<file path="config.mk">
export PLATFORM = sky130hd
export DESIGN_NAME = fifo_wr_arbiter
export DESIGN_NICKNAME = d
export VERILOG_FILES = /design/src/rtl/fifo_arb_pkg.sv /design/src/rtl/fifo_wr_arbiter_rr_pick.sv /design/src/rtl/fifo_wr_arbiter.sv
export SDC_FILE = /design/constraint.sdc
export NUM_CORES = 1
export LEC_CHECK = 0
export CORE_MARGIN = 5
export CORE_UTILIZATION = 30
export DETAILED_ROUTE_END_ITERATION = 6
export PLACE_DENSITY_LB_ADDON = 0.3
export SLEW_MARGIN = 30
export SYNTH_ARGS = -nofsm -noshare
export SYNTH_HDL_FRONTEND = slang
export SYNTH_SLANG_ARGS = --single-unit
</file>
<file path="constraint.sdc">
create_clock -name i_clk -period 2 [get_ports i_clk]
set_clock_uncertainty 0.05 [all_clocks]
set_input_delay 0.3 -clock i_clk [delete_from_list [all_inputs] [get_ports i_clk]]
set_output_delay 0.3 -clock i_clk [all_outputs]
set_load 0.1 [all_outputs]
</file>
<file path="src/rtl/fifo_arb_pkg.sv">
// fifo_arb_pkg: shared types and helpers for the FIFO write-port arbiter.
// Holds the FSM state encoding, a ceiling-log2 helper and default widths.
package fifo_arb_pkg;

  typedef enum logic {
    IDLE = 1'b0,
    BUSY = 1'b1
  } arb_state_e;

  // Ceiling log2, never less than 1 so that index ports always have a bit.
  function automatic int clog2(input int n);
    int r;
    r = 0;
    while ((1 << r) < n) r++;
    return (r < 1) ? 1 : r;
  endfunction

  localparam int DEF_NREQ      = 4;
  localparam int DEF_MAX_BURST = 4;
  localparam int PTR_W         = clog2(DEF_NREQ);
  localparam int BCNT_W        = clog2(DEF_MAX_BURST + 1);

endpackage

</file>
<file path="src/rtl/fifo_wr_arbiter_rr_pick.sv">
// rr_pick: combinational round-robin search. Returns the first set request
// bit found scanning upward from ptr, wrapping modulo NREQ.
module rr_pick
  import fifo_arb_pkg::*;
#(
  parameter int NREQ = 4,
  parameter int ID_W = clog2(NREQ)
) (
  input  logic [NREQ-1:0] req,
  input  logic [ID_W-1:0] ptr,
  output logic            found,
  output logic [ID_W-1:0] idx
);

  // Scan from the farthest offset down so the nearest requester to ptr wins.
  always_comb begin
    found = 1'b0;
    idx   = '0;
    for (int i = NREQ - 1; i >= 0; i--) begin
      if (req[(int'(ptr) + i) % NREQ]) begin
        found = 1'b1;
        idx   = ID_W'((int'(ptr) + i) % NREQ);
      end
    end
  end

endmodule

</file>
<file path="src/rtl/fifo_wr_arbiter.sv">
// fifo_wr_arbiter: round-robin owner of the single push port of an async FIFO.
// Optional burst mode is enabled by defining FIFO_WR_ARB_BURST_EN; without it
// the grant rotates after every pushed word.
//
//   state | meaning
//   ------+------------------------------------------------------------
//   IDLE  | no owner; arbitrate among i_req starting from ptr
//   BUSY  | owner drives push/data; stalls on i_full, leaves on drop/limit
module fifo_wr_arbiter
  import fifo_arb_pkg::*;
#(
  parameter int WIDTH     = 16,
  parameter int NREQ      = 4,
  parameter int MAX_BURST = 4
) (
  input  logic                     i_clk,
  input  logic                     i_rst_n,
  input  logic [NREQ-1:0]          i_req,
  input  logic [NREQ*WIDTH-1:0]    i_data,
  output logic [NREQ-1:0]          o_ack,
  input  logic                     i_full,
  output logic                     o_push,
  output logic [WIDTH-1:0]         o_wdata,
  output logic [clog2(NREQ)-1:0]   o_grant_id,
  output logic                     o_busy
);

  localparam int             ID_W    = clog2(NREQ);
  localparam logic [ID_W-1:0] LAST_ID = ID_W'(NREQ - 1);

  generate
    if (NREQ < 2) begin : g_bad_nreq
      $error("fifo_wr_arbiter: NREQ must be at least 2");
    end
    if (MAX_BURST < 1) begin : g_bad_burst
      $error("fifo_wr_arbiter: MAX_BURST must be at least 1");
    end
  endgenerate

  arb_state_e      state_q, state_d;
  logic [ID_W-1:0] owner_q, owner_d;
  logic [ID_W-1:0] ptr_q, ptr_d;
  logic [ID_W-1:0] owner_nxt;
  logic            pick_found;
  logic [ID_W-1:0] pick_idx;
  logic            exit_now;

`ifdef FIFO_WR_ARB_BURST_EN
  localparam int               BC_W       = clog2(MAX_BURST + 1);
  localparam logic [BC_W-1:0]  BURST_LAST = BC_W'(MAX_BURST);
  logic [BC_W-1:0] bcnt_q, bcnt_d;
`endif

  rr_pick #(
    .NREQ (NREQ),
    .ID_W (ID_W)
  ) u_rr_pick (
    .req   (i_req),
    .ptr   (ptr_q),
    .found (pick_found),
    .idx   (pick_idx)
  );

  // Pointer for the next arbitration: one past the current owner, wrapping.
  assign owner_nxt = (owner_q == LAST_ID) ? '0 : owner_q + ID_W'(1);

  // Next-state logic plus the push-side outputs, which stay combinational
  // so that the FIFO's own full flag gates the push in the same cycle.
  always_comb begin
    state_d  = state_q;
    owner_d  = owner_q;
    ptr_d    = ptr_q;
    o_push   = 1'b0;
    o_ack    = '0;
    o_wdata  = '0;
    exit_now = 1'b0;
`ifdef FIFO_WR_ARB_BURST_EN
    bcnt_d   = bcnt_q;
`endif
    unique case (state_q)
      IDLE: begin
        if (pick_found) begin
          owner_d = pick_idx;
          state_d = BUSY;
`ifdef FIFO_WR_ARB_BURST_EN
          bcnt_d  = '0;
`endif
        end
      end
      BUSY: begin
        o_push         = i_req[owner_q] & ~i_full;
        o_wdata        = i_data[int'(owner_q)*WIDTH +: WIDTH];
        o_ack[owner_q] = o_push;
`ifdef FIFO_WR_ARB_BURST_EN
        if (o_push) bcnt_d = bcnt_q + BC_W'(1);
        exit_now = ~i_req[owner_q] | (o_push & ((bcnt_q + BC_W'(1)) == BURST_LAST));
`else
        exit_now = ~i_req[owner_q] | o_push;
`endif
        if (exit_now) begin
          state_d = IDLE;
          ptr_d   = owner_nxt;
        end
      end
      default: state_d = IDLE;
    endcase
  end

  // State, owner, round-robin pointer and burst count registers.
  always_ff @(posedge i_clk or negedge i_rst_n) begin
    if (!i_rst_n) begin
      state_q <= IDLE;
      owner_q <= '0;
      ptr_q   <= '0;
`ifdef FIFO_WR_ARB_BURST_EN
      bcnt_q  <= '0;
`endif
    end else begin
      state_q <= state_d;
      owner_q <= owner_d;
      ptr_q   <= ptr_d;
`ifdef FIFO_WR_ARB_BURST_EN
      bcnt_q  <= bcnt_d;
`endif
    end
  end

  assign o_grant_id = owner_q;
  assign o_busy     = (state_q == BUSY);

endmodule

</file>
==> summary.md, run 1 <==
| Metric | Value |
|---|---|
| Outcome | `complete, but fails checks` |
| Violated checks | `setup timing` |
| Final setup violation count | `21` |
| Layout fillers | `208` |
| Initial Util | `0.317` |
| Port Buffers | `94` |
| Worst VDD drop | `1.29 mV` |
| Finished layout cell area | `2340 um2` |
| DR vias/cell | `5.02` |
| # IOs | `95` |
| Max FO, Critical Path | `16` |
| Tot Pwr | `4.50 mW` |
| Final period utilization | `1.04` |
| Setup WS pre-CTS | `-116 ps` |
| 1st-pass router iterations | `4` |
| Slew margin rel. | `0.750` |
| H-tree levels | `1` |
| Fmax | `480 MHz` |
| Avg WL per Cell | `18.1 um` |
| Worst path top cell family by delay | `multiplexers` |
| Crit end category | `output pin` |
| Remaining Overflow, GRT | `0` |
| Core ar. | `3080 um2` |
| Leak Pwr | `0.935 nW` |
| Clock sinks | `5` |
| Vias in the first global route | `1250` |
| ANT nets after route | `0` |
| CTS buffer count | `3` |
| Fin crit period | `2080 ps` |
| Fraction of layout cells with a size suffix above 1 | `0.454` |
| Clock Tree Buf Depth | `2` |
| Via count | `1150` |
| Post-CTS Setup Bufs | `0` |
| Fin nets | `261` |
| Total Neg Setup Slack | `-1390 ps` |
| Yosys cell types | `33` |
| Clk Tree Root Cell | `clkbuf_4` |
| Cell Area, Placed | `2310 um2` |
| Post-synthesis sequential area ratio | `0.128` |
| R2R depth | `3` |
| Mapped Area | `975 um2` |
| Largest net degree at the start of global routing | `17` |
| Seq cells post-synth | `5` |
| Initial antenna violation count | `0` |
| FF-to-FF End | `ptr_q[0]` |
| Die Y | `67 um` |
| Slew Viols, Final | `0` |
| Die Wd | `67 um` |
| CP max stage delay | `around 520 ps` |
| Total Routed Length | `4140 um` |
| Area of the die | `4490 um2` |
| Worst R2R Setup Slack | `410 ps` |
| Clock transition at the registers of the reported paths | `50 ps` |
| Hold Buf Count CTS | `0` |
| Buffers and inverters on the worst path | `2` |
| Antenna cells | `0` |
| Placer congestion estimate | `0.880` |
| Final Hold Viols | `0` |
| First-pass GRT wire length | `6330 um` |
| Synth Net Count | `158` |
| Cells after Synth | `between 80 and 90` |
| Skew-Pair Late Insertion Delay | `about 250 ps` |
| Critical Path Source Type | `register` |
| FF-to-FF Start | `o_grant_id[1]` |
| Critical Path Slowest Stage Cell | `mux4_2` |
| Hold Path Class | `in2async` |
| Req. time, crit path | `1650 ps` |
| Avg Cell Area, Syn | `11.7 um2` |
| Critical path data arrival time | `1730 ps` |
| Worst-path cell chain | `buf_12, mux4_2, and2_4, buf_12` |
| Rows | `20` |
| Number of remaining DRC errors | `0` |
| Max-Cap Viols | `0` |
| Slew @ Worst Pin | `365 ps` |
| Dpl cells | `225` |
| TritonCTS clock tree | `built` |
| PwrDens | `1920 nW/um2` |
| Total GRT Usage | `0.191` |
| Setup slack after layout | `-83.7 ps` |
| Dpl hpwl | `around 3600 um` |
| RSZ-0062 raised after global routing | `yes` |
| Area Growth Syn to Fin | `140%` |
| Cell Count, Final, Fillers Out | `approximately 230` |
| Critical Path Most Common Cell | `buf_12` |
| Starting DRT DRC Count | `45` |
| Crit path kind | `reg2out` |
| Synth warn | `0` |
where the power goes:
part | internal (mW) | switching [mW] | leakage, nW
logic | 1.75 | 2.32 | 0.863
clock network | 0.0757 | 0.0461 | 0.0150
registers | 0.170 | 0.139 | 0.0566
total | 2.00 | 2.51 | 0.935
cells in the final DEF, fill, tap and decap left out, drive strengths merged, types with 2 or more instances in the layout:
master and count:
nand2 2, mux4 17, and2 20, a21oi 2, clkbuf 4, buf 34, clkdlybuf4s50 69, mux2 2
dfrtp 5, ha 4, inv 4, nor3b 2, o32ai 2, nand2b 3, mux2i 2
flip-flops by register name, summed over array words and instances (netlist names):
signal      cells
o_grant_id      2
ptr_q           2
o_busy          1
cell families (layout without fill, tap and decap cells):
logic type                 count (synthesis)  in the layout  share of synthesized area
AOI/OAI and AO/OA                         11             11                     0.0989
adders and majority gates                  4              4                     0.0513
muxes                                     21             21                      0.444
DFF                                        5              5                      0.128
and+or+nand+nor                           32             32                      0.218
buffers and inverters                     10            112                     0.0590
metrics by stage:
step / utilization / hold slack, ps
final: 0.761 / 226
after global routing: 0.761 / 241
after CTS: 0.761 / 227
after detailed placement: 0.752 / 497
after global placement: 0.752 / 487
after floorplan: - / -45.6
synth_stat cells:
library cell,n,share of area
mux4_2,17,0.39
a21oi_1,2,0.010
a221oi_1,1,0.0090
buf_6,2,0.023
a21o_1,1,0.0077
o21ai_1,1,0.0051
nand2_1,2,0.0077
nor3b_1,2,0.015
mux2i_2,1,0.014
a221o_1,1,0.010
inv_2,1,0.0038
inv_1,3,0.012
nor2_1,1,0.0038
dfrtp_1,5,0.13
buf_2,1,0.0051
and3b_4,1,0.013
ha_1,4,0.051
o22ai_1,1,0.0064
a211o_1,1,0.0090
o32ai_2,1,0.017
mux2_4,1,0.015
mux2_1,1,0.012
nand2b_4,1,0.014
mux2i_1,1,0.010
clkbuf_1,2,0.0077
o32ai_1,1,0.0090
buf_4,1,0.0077
nor2b_1,1,0.0064
and2_1,20,0.13
nor4_1,1,0.0064
and4b_1,1,0.010
nand2b_1,2,0.013
o221ai_2,1,0.015
layer usage:
layer	track usage	vias to the layer above	part of all wire
met5	0	-	0
met4	0.0405	0	0.013
met3	0.0742	7	0.13
met2	0.351	64	0.52
met1	0.203	548	0.34
li1	-	531	-
cell type report:
type                    count  area [um2]  share of cell area
inverters                   4        15.0             0.00641
well taps                  44        55.1              0.0235
clock buffers               4        26.3              0.0112
flip-flops and latches      5         134              0.0571
multi-input cells          68         842               0.359
repair buffers            104        1270               0.542
repair_timing:
item / in CTS / in global routing
pin swaps: 4 / 1
resized for setup: 2 / 0
setup endpoints to repair: 21 / 21
worst max path at each step:
| stage | to | slack [ps] | startpoint | cells past startpoint |
|---|---|---|---|---|
| 2_1_floorplan | o_ack[0] | -210 | o_grant_id[1] | 4 |
| 3_3_place_gp | o_ack[1] | -90 | i_req[3] | 5 |
| 3_5_place_dp | o_ack[2] | -120 | i_req[3] | 5 |
| 4_1_cts | o_wdata[0] | -100 | o_grant_id[0] | 4 |
| 5_1_grt | o_wdata[0] | -150 | o_grant_id[0] | 4 |
| 6_report | o_wdata[0] | -80 | o_grant_id[0] | 4 |
No activity file was read; power rests on OpenSTA's default activity.
==> run 2, diff against run 1 <==
--- a/config.mk
+++ b/config.mk
@@ -5,6 +5,7 @@
 export SDC_FILE = /design/constraint.sdc
 export NUM_CORES = 1
 export LEC_CHECK = 0
+export CAP_MARGIN = 20
 export CORE_MARGIN = 5
 export CORE_UTILIZATION = 30
 export DETAILED_ROUTE_END_ITERATION = 6
==> results of run 2 <==
No change in the layout: final DEF, timing and power equal those of run 1.
==> run 3, diff against run 2 <==
--- a/config.mk
+++ b/config.mk
@@ -10,6 +10,7 @@
 export CORE_UTILIZATION = 30
 export DETAILED_ROUTE_END_ITERATION = 6
 export PLACE_DENSITY_LB_ADDON = 0.3
+export REMOVE_ABC_BUFFERS = 1
 export SLEW_MARGIN = 30
 export SYNTH_ARGS = -nofsm -noshare
 export SYNTH_HDL_FRONTEND = slang
==> summary.md, run 3 (same netlist as run 1, synthesis figures left out) <==
| Metric | Value |
|---|---|
| Outcome | `complete, but fails checks` |
| Violated checks | `setup timing` |
| Comb pwr share | `0.924` |
| NetSw | `2.57 mW` |
| Total GRT Usage | `0.217` |
| Final Hold Viols | `0` |
| Crit end category | `output pin` |
| Number of remaining DRC errors | `0` |
| Fraction of layout cells with a size suffix above 1 | `0.455` |
| Final period utilization | `1.05` |
| First-pass GRT wire length | `7040 um` |
| Worst VDD drop | `approximately 1.2 mV` |
| Avg WL per Cell | `between 20 and 25 um` |
| Internal Pwr Total | `2.04 mW` |
| Via count | `~1200` |
| DR vias/cell | `between 5 and 6` |
| Initial Util | `0.317` |
| PwrDens | `1950 nW/um2` |
| Leading cell type in the layout, fill and taps excluded | `clkdlybuf4s50_1` |
| 1st-pass router iterations | `4` |
| Slew @ Worst Pin | `360 ps` |
| Sequential share of power | `0.050` |
| CTS buffer count | `3` |
| Hold Path Class | `in2async` |
| Total Neg Setup Slack | `-1700 ps` |
| Clock Tree Buf Depth | `2` |
| Clock transition at the registers of the reported paths | `50 ps` |
| Initial antenna violation count | `0` |
| Area of the die | `4490 um2` |
| Vias in the first global route | `between 1000 and 1500` |
| Skew-Pair Late Insertion Delay | `250 ps` |
| ANT nets after route | `0` |
| Clk Tree Root Cell | `clkbuf_4` |
| Starting DRT DRC Count | `49` |
| Remaining Overflow, GRT | `0` |
| TritonCTS clock tree | `built` |
| Die Wd | `~67 um` |
| Sw Ratio | `0.558` |
| Fin nets | `between 200 and 300` |
| Port Buffers | `94` |
| Leak Pwr | `0.958 nW` |
| Slew Viols, Final | `0` |
| RSZ-0062 raised after global routing | `yes` |
| Total Routed Length | `4820 um` |
| Max-Cap Viols | `0` |
| Placer congestion estimate | `roughly 0.85` |
| Layout fillers | `191` |
| Fmax | `between 400 and 500 MHz` |
| Final setup violation count | `21` |
| Area Growth Syn to Fin | `142%` |
| Uppermost routed layer | `met4` |
| Clock Power Share | `0.026` |
| Critical Path Source Type | `register` |
| Antenna cells | `0` |
| Setup WS pre-CTS | `-145 ps` |
| H-tree levels | `1` |
| Req. time, crit path | `1650 ps` |
| Hold Buf Count CTS | `0` |
| Rows | `20` |
| Clock sinks | `5` |
| Crit path kind | `reg2out` |
| Die Y | `67 um` |
| Largest net degree at the start of global routing | `23` |
| Max FO, Critical Path | `5` |
| Fin crit period | `2110 ps` |
| Setup slack after layout | `-109 ps` |
| Core ar. | `a little over 3000 um2` |
| Dpl hpwl | `3860 um` |
| Critical path data arrival time | `1760 ps` |
| Most frequent cells in the layout | `clkdlybuf4s50_1, buf_12, and2_4` |
| Slew margin rel. | `0.758` |
| # IOs | `95` |
| Met2 wire length | `about 2400 um` |
| Wl on met1 | `1690 um` |
| Met3 routed WL | `roughly 640 um` |
==> run 3: metrics by stage <==
| stage | total power, mW | cell area, um2 | cells | util | hold WS, ps |
|---|---|---|---|---|---|
| 4_1_cts | 4.77 | 2420 | 234 | 0.787 | 203 |
| 5_1_grt | 4.76 | 2360 | 231 | 0.768 | 204 |
| 6_report | 4.61 | 2360 | 231 | 0.768 | 210 |
| 3_3_place_gp | 4.22 | 2270 | 225 | 0.737 | 471 |
| 2_1_floorplan | 2.74 | 932 | 77 | - | -45.6 |
| 3_5_place_dp | 4.26 | 2270 | 225 | 0.737 | 481 |
==> run 3: critical path: stages, from the launching register on <==
cell	delay, ps
dfrtp_2	440
mux4_2	520
and3b_4	230
and2_4	150
buf_12	160
==> run 3: power by group through the flow <==
stage          Clock (mW)  Combinational, mW  Sequential, mW
2_1_floorplan           0               2.17           0.575
3_3_place_gp            0               4.00           0.216
3_5_place_dp            0               4.04           0.220
4_1_cts             0.128               4.42           0.220
5_1_grt             0.134               4.39           0.238
6_report            0.120               4.26           0.230
==> run 3: cell type report <==
| class | instances | area (um2) | share of cell area |
|---|---|---|---|
| clock buffers | 3 | 22.5 | 0.00953 |
| clock inverters | 1 | 5.00 | 0.00212 |
| inverters | 4 | 15.0 | 0.00635 |
| multi-input cells | 68 | 842 | 0.356 |
| flip-flops and latches | 5 | 126 | 0.0535 |
| well taps | 44 | 55.1 | 0.0233 |
| repair buffers | 106 | 1300 | 0.549 |
==> run 3: layer usage <==
metal / vias up / GRT usage
met5: - / 0
met4: 0 / 0.0608
met3: 6 / 0.0826
met2: 72 / 0.396
met1: 578 / 0.228
li1: 537 / -
==> run 3: timing repair <==
action                     4_1_cts  5_1_grt
buffers inserted                 3        0
setup endpoints to repair       21       21
cloned                           2        0
gates resized for setup         28        4
pin swaps                        4        0
==> run 3: final timing paths <==
| check | startpoint | end | slack, ps | depth (start not counted) |
|---|---|---|---|---|
| setup / recovery | o_grant_id[0] | o_ack[3] | -110 | 4 |
| hold / removal | i_rst_n | o_grant_id[1] | 210 | 1 |
| setup reg to reg | o_grant_id[1] | ptr_q[0] | 350 | 4 |
| hold reg to reg | ptr_q[0] | ptr_q[0] | 560 | 1 |
| max in group asynchronous | i_rst_n | o_grant_id[0] | 1490 | 1 |
| min in group i_clk | ptr_q[0] | ptr_q[0] | 560 | 1 |
